<file path="src/rtl/ram_reader_if.sv">
// Bus bundle for ram_reader: burst request, shared RAM read port and the
// streaming output. The master side is the reader itself.
interface ram_reader_if #(
    parameter int AW = 5,
    parameter int DW = 8
);
    logic          Start;
    logic [AW-1:0] FirstAddr;
    logic [AW-1:0] LastAddr;
    logic          Grant;
    logic [AW-1:0] RamAddr;
    logic          RamRd;
    logic [DW-1:0] RamQ;
    logic [DW-1:0] OutData;
    logic          OutValid;
    logic          OutReady;
    logic          Busy;
    logic          Done;

    modport master (
        input  Start, FirstAddr, LastAddr, Grant, RamQ, OutReady,
        output RamAddr, RamRd, OutData, OutValid, Busy, Done
    );

    modport slave (
        output Start, FirstAddr, LastAddr, Grant, RamQ, OutReady,
        input  RamAddr, RamRd, OutData, OutValid, Busy, Done
    );
endinterface

</file>
<file path="src/rtl/ram_reader.sv">
// Streams a contiguous (wrapping) address range out of a shared RAM port
// through a 2-entry FIFO, respecting the writer's Grant and the sink's ready.
module ram_reader #(
    parameter int AW = 5,
    parameter int DW = 8
) (
    input  logic         Clock,
    input  logic         Resetn,
    ram_reader_if.master bus
);

    typedef enum logic [1:0] {StIdle, StRead, StDrain, StDone} state_e;

    state_e        state_q, state_d;
    logic [AW-1:0] addr_q, addr_d;
    logic [AW:0]   left_q, left_d;     // reads still to issue
    logic          inflight_q;         // a read was issued last cycle
    logic [DW-1:0] fifo_q [2];
    logic          rd_ptr_q, wr_ptr_q;
    logic [1:0]    count_q, count_d;

    logic          pop, push, issue;
    logic [1:0]    count_after_pop;
    logic [AW-1:0] span;

    assign push            = inflight_q;
    assign pop             = bus.OutValid & bus.OutReady;
    assign count_after_pop = count_q - {1'b0, pop};
    assign span            = bus.LastAddr - bus.FirstAddr;

    // Occupancy is judged after this cycle's pop so a steady 1 byte/cycle
    // stream can keep one entry buffered and one read in flight.
    assign issue = (state_q == StRead) && bus.Grant && (left_q != '0) &&
                   ((count_after_pop + {1'b0, inflight_q}) < 2'd2);

    // FIFO occupancy bookkeeping.
    always_comb begin
        count_d = count_q;
        unique case ({push, pop})
            2'b10:   count_d = count_q + 2'd1;
            2'b01:   count_d = count_q - 2'd1;
            default: count_d = count_q;
        endcase
    end

    // Next state, read address and remaining-read counter.
    always_comb begin
        state_d = state_q;
        addr_d  = addr_q;
        left_d  = left_q;
        unique case (state_q)
            StIdle: begin
                if (bus.Start) begin
                    state_d = StRead;
                    addr_d  = bus.FirstAddr;
                    left_d  = {1'b0, span} + (AW+1)'(1);
                end
            end
            StRead: begin
                if (issue) begin
                    addr_d = addr_q + AW'(1);
                    left_d = left_q - (AW+1)'(1);
                    if (left_q == (AW+1)'(1)) begin
                        state_d = StDrain;
                    end
                end
            end
            StDrain: begin
                // Nothing is issued here, so count_d covers the in-flight read too.
                if (count_d == 2'd0) begin
                    state_d = StDone;
                end
            end
            StDone: begin
                state_d = StIdle;
            end
            default: state_d = StIdle;
        endcase
    end

    // Control state registers.
    always_ff @(posedge Clock) begin
        if (!Resetn) begin
            state_q    <= StIdle;
            addr_q     <= '0;
            left_q     <= '0;
            inflight_q <= 1'b0;
        end else begin
            state_q    <= state_d;
            addr_q     <= addr_d;
            left_q     <= left_d;
            inflight_q <= issue;
        end
    end

    // FIFO storage: capture RamQ one cycle after each read strobe.
    always_ff @(posedge Clock) begin
        if (!Resetn) begin
            fifo_q[0] <= '0;
            fifo_q[1] <= '0;
            rd_ptr_q  <= 1'b0;
            wr_ptr_q  <= 1'b0;
            count_q   <= 2'd0;
        end else begin
            if (push) begin
                fifo_q[wr_ptr_q] <= bus.RamQ;
            end
            wr_ptr_q <= wr_ptr_q ^ push;
            rd_ptr_q <= rd_ptr_q ^ pop;
            count_q  <= count_d;
        end
    end

    // Outputs; OutData is forced to zero while the FIFO is empty.
    always_comb begin
        bus.RamRd    = issue;
        bus.RamAddr  = addr_q;
        bus.OutValid = (count_q != 2'd0);
        bus.OutData  = (count_q != 2'd0) ? fifo_q[rd_ptr_q] : '0;
        bus.Busy     = (state_q != StIdle);
        bus.Done     = (state_q == StDone);
    end

endmodule

</file>
<file path="src/flat_wrapper.sv">
// flat-port wrapper written by rule: the top's interface ports become plain ports
module ram_reader_flat 
#(
    parameter int AW = 5,
    parameter int DW = 8
)
  (Clock, Resetn, bus_Start, bus_FirstAddr, bus_LastAddr, bus_Grant, bus_RamQ, bus_OutReady, bus_RamAddr, bus_RamRd, bus_OutData, bus_OutValid, bus_Busy, bus_Done);
  ram_reader_if #(.AW(AW), .DW(DW)) bus_i ();
  input  logic Clock;
  input  logic Resetn;
  input wire logic [$bits(bus_i.Start)-1:0] bus_Start;
  input wire logic [$bits(bus_i.FirstAddr)-1:0] bus_FirstAddr;
  input wire logic [$bits(bus_i.LastAddr)-1:0] bus_LastAddr;
  input wire logic [$bits(bus_i.Grant)-1:0] bus_Grant;
  input wire logic [$bits(bus_i.RamQ)-1:0] bus_RamQ;
  input wire logic [$bits(bus_i.OutReady)-1:0] bus_OutReady;
  output wire logic [$bits(bus_i.RamAddr)-1:0] bus_RamAddr;
  output wire logic [$bits(bus_i.RamRd)-1:0] bus_RamRd;
  output wire logic [$bits(bus_i.OutData)-1:0] bus_OutData;
  output wire logic [$bits(bus_i.OutValid)-1:0] bus_OutValid;
  output wire logic [$bits(bus_i.Busy)-1:0] bus_Busy;
  output wire logic [$bits(bus_i.Done)-1:0] bus_Done;
  assign bus_i.Start = bus_Start;
  assign bus_i.FirstAddr = bus_FirstAddr;
  assign bus_i.LastAddr = bus_LastAddr;
  assign bus_i.Grant = bus_Grant;
  assign bus_i.RamQ = bus_RamQ;
  assign bus_i.OutReady = bus_OutReady;
  assign bus_RamAddr = bus_i.RamAddr;
  assign bus_RamRd = bus_i.RamRd;
  assign bus_OutData = bus_i.OutData;
  assign bus_OutValid = bus_i.OutValid;
  assign bus_Busy = bus_i.Busy;
  assign bus_Done = bus_i.Done;
  ram_reader #(.AW(AW), .DW(DW)) u_core (.Clock(Clock), .Resetn(Resetn), .bus(bus_i));
endmodule
</file>
<file path="config.mk">
export PLATFORM = sky130hd
export DESIGN_NAME = ram_reader_flat
export DESIGN_NICKNAME = d
export VERILOG_FILES = /design/src/rtl/ram_reader_if.sv /design/src/rtl/ram_reader.sv /design/src/flat_wrapper.sv
export SDC_FILE = /design/constraint.sdc
export NUM_CORES = 1
export LEC_CHECK = 0
export CAP_MARGIN = 10
export CORE_UTILIZATION = 30
export DETAILED_ROUTE_END_ITERATION = 10
export REMOVE_ABC_BUFFERS = 1
export SYNTH_ARGS = -nofsm -noshare
export SYNTH_HDL_FRONTEND = slang
export SYNTH_SLANG_ARGS = --single-unit
</file>
<file path="constraint.sdc">
create_clock -name Clock -period 3.02 [get_ports Clock]
set_clock_uncertainty 0.1 [all_clocks]
set_input_delay 0.604 -clock Clock [delete_from_list [all_inputs] [get_ports Clock]]
set_output_delay 0.604 -clock Clock [all_outputs]
set_load 0.05 [all_outputs]
</file>
==> impl_results.md <==
- IO Count: 40
- WP data arrival: ~2.2 ns
- Design Power: 2.34 mW
- Final setup viols: 0
- CP bufs+invs: 2
- PnR worst setup slack: 0.132 ns
- Number of clock sinks: 35
- Nets: 318
- Fill count: 696
- Routability congestion estimate: between 0.7 and 0.8
- Synthesized cell area: 0.00214 sq mm
- FP Rows: 30
- CP startpoint kind: flip-flop
- Relative slew slack: 53.3%
- Routed Antenna Nets: 0
- Initial antenna violation count: 0
- HPWL after DPL: between 3 and 4 mm
- CP Cell Sequence: nor2_2 > nor2b_4 > ha_4 > inv_1 > ha_2 > xnor3_1 > and2_4 > a21boi_2 > and2_4 > buf_12
- Fraction of registers with async set/reset: 0%
- Main flop type after synthesis: dfxtp_1
- Clk_lat worst skew: 0.29 ns
- Core box area: 0.00683 sq mm
- Clock Path Buffers: 2
- Place WS: -0.299 ns
- Vert. Die Dim: 86.5 microns
- First-pass GRT wire length: 7.28 mm
- Number of diodes: 0
- Status: finished, final reports clean
- Post-DP Area: 0.00274 sq mm
- CP Max Fanout: 6
- Worst-margin pin slew: slightly below 0.7 ns
- Fin area: 0.00290 sq mm
- Final wirelength: ~4.6 mm
- Setup CP Type: reg -> out
- # placed instances: between 300 and 400
- DRC: 0
- Drt pass-1 iters: 4
- CP most frequent cell: and2_4
- Layout cells sized above 1: a little over an eighth
- Final hold slack: 0.402 ns
- Die ar.: 0.00748 sq mm
- Worst Setup End Kind: primary output
- Required @ worst endpoint: roughly 2.3 ns
- Synth unique cells: 45
- Port bufs: 39
- Cell Count, Final, Fillers Out: 376
- CTS clk-pin slew, worst paths: 0.07 ns
- Fin. Hold Viols: 0
- Synth Instances: 224
- Largest cells by area after synthesis: edfxtp_1 (22%), dfxtp_1 (18%), ha_1 (8.8%)
- Top-area cell type share of the netlist area: 22.4%
- Vias per cell: 4.61
- Largest area contributor in the netlist: edfxtp_1
- Register area share after synthesis: 40.2%
- Final Max Slew Viols: 0
- Layout Utilization: 42.5%
- Root buffer cell: clkbuf_8
- Vias in the first global route: 1623
- Hold crit path type: reg -> reg
- Tcrit/Tclk final: 95.6%
- Max_cap viols: 0
- Min Tclk post-route: 2.89 ns
- Synth Warn #: 0
- Post-synth EDFFs: 16
- TritonCTS buffer count: 5
- DRT iter0 DRCs: 65
- RSZ-0062 raised after global routing: false
- Total global-route track usage: 12.8%
- P&R area growth vs syn: 35.5%
- Post-cts hold buffer count: 0
- Slowest CP cell: dfxtp_2
- Pleak: 1.12 nW
- Largest net degree at the start of global routing: 18
- Worst path top cell family by delay: simple AND/OR/NAND/NOR gates
- Power Dens Cells: 806 mW/mm^2
- Syn_area_per_cell: 9.56 sq um
- Setup_tns: 0 ns
- H-Tree Depth: 2
- Starting density of the core: 31.3%
- Yosys reg bits: 35
- Drt wl/cell: 12.1 microns
- GR Overflow Total: 0
- DR vias: 1735
- VDD IR max: 0.322 mV
- Post-CTS setup buffer count: 0
- Largest stage delay on the critical path: between 0.3 and 0.4 ns
- Die X: 86.5 microns
- Maximum clock rate: 346 MHz
- CTS tree: yes
registers in the layout, indices dropped and copies added, names as in the netlist, named ones only:
| name | cells |
|---|---|
| u_core.bus.RamAddr | 5 |
| u_core.count_q | 2 |
| u_core.fifo_q | 16 |
| u_core.inflight_q | 1 |
| u_core.left_q | 6 |
| u_core.rd_ptr_q | 1 |
| u_core.state_q | 2 |
| u_core.wr_ptr_q | 1 |
report_power, final:
part           switching, mW  internal [mW]
clock                  0.169          0.330
sequential            0.0946          0.590
combinational          0.666          0.489
cell usage after synthesis, types with 2 or more instances:
cell type	instances
and2_1	23
dfxtp_1	19
nor2_1	19
inv_1	17
edfxtp_1	16
ha_1	15
nand2_1	14
a21oi_1	9
mux2i_1	9
nand3_1	9
o21ai_0	8
xnor2_1	6
nand2b_1	5
nand3b_1	4
nor2b_1	4
o31ai_1	4
a31oi_1	3
nor3_1	3
nor4_1	3
or3_1	3
xor2_1	3
a211oi_2	2
a21boi_0	2
clkbuf_1	2
o22ai_1	2
cell families after synthesis:
logic type,Yosys count,share of synthesized area [%]
AOI/OAI and AO/OA,37,12.2
xor gates and xnor gates,10,4.73
adders and majority gates,16,9.70
buffers and inverters,23,4.62
DFF,35,40.2
muxes,11,5.26
and+or+nand+nor,92,23.3
layout by cell type, fill, tap and decap left out, drive strengths merged, types with 2 or more instances in the layout:
master         netlist  routed
mux2i                9       9
edfxtp              16      16
o31ai                4       4
clkdlybuf4s50        0      37
dfxtp               19      19
o21ai                8       8
or4                  2       2
nor2b                4       4
mux2                 2       2
and2                23      23
xor2                 3       3
a31oi                3       3
nor2                19      19
xnor2                6       6
a21boi               2       2
nand3                9       9
ha                  15      15
nand3b               4       4
nand2b               5       5
buf                  3      16
nand2               14      14
o22ai                2       2
a211oi               3       3
bufinv               0       2
nor3                 3       3
inv                 17      17
a21oi                9       9
nor4                 3       3
clkbuf               3       7
or3                  3       3
per-layer routing:
layer	wire, microns	vias up	GRT usage [%]
met5	0	-	0
met4	66	0	4.70
met3	178	5	3.33
met2	2270	31	23.1
met1	2060	799	14.4
li1	-	900	-
tightest hold or removal path: cells and delay by family (launching register included):
family | cells | cell delay (ns)
flip-flops | 1 | 0.33
AND/OR/NAND/NOR | 1 | 0.06
AO/OA/AOI/OAI | 1 | 0.06
cell type report:
class	count	area [sq um]	share of cell area, %
Tap cell	96	120	4.14
Inverter	17	63.8	2.20
Sequential cell	35	862	29.7
Clock inverter	2	60.1	2.07
Multi-Input combinational cell	166	1210	41.9
Timing Repair Buffer	54	508	17.5
Clock buffer	6	72.6	2.50
timing repair:
action	CTS	global route
gates resized for setup	9	4
pin swaps	2	0
endpoints found under the setup margin	1	1
final timing paths:
kind,start,end,slack [ns],cells after the start
min,u_core.bus.RamAddr[4],u_core.bus.RamAddr[4],0.40,2
min reg2reg,u_core.bus.RamAddr[4],u_core.bus.RamAddr[4],0.40,2
max,u_core.count_q[1],bus_RamRd,0.13,10
max reg2reg,u_core.count_q[1],u_core.left_q[5],0.52,11
Note: power is estimated with default switching activity, not from simulation.
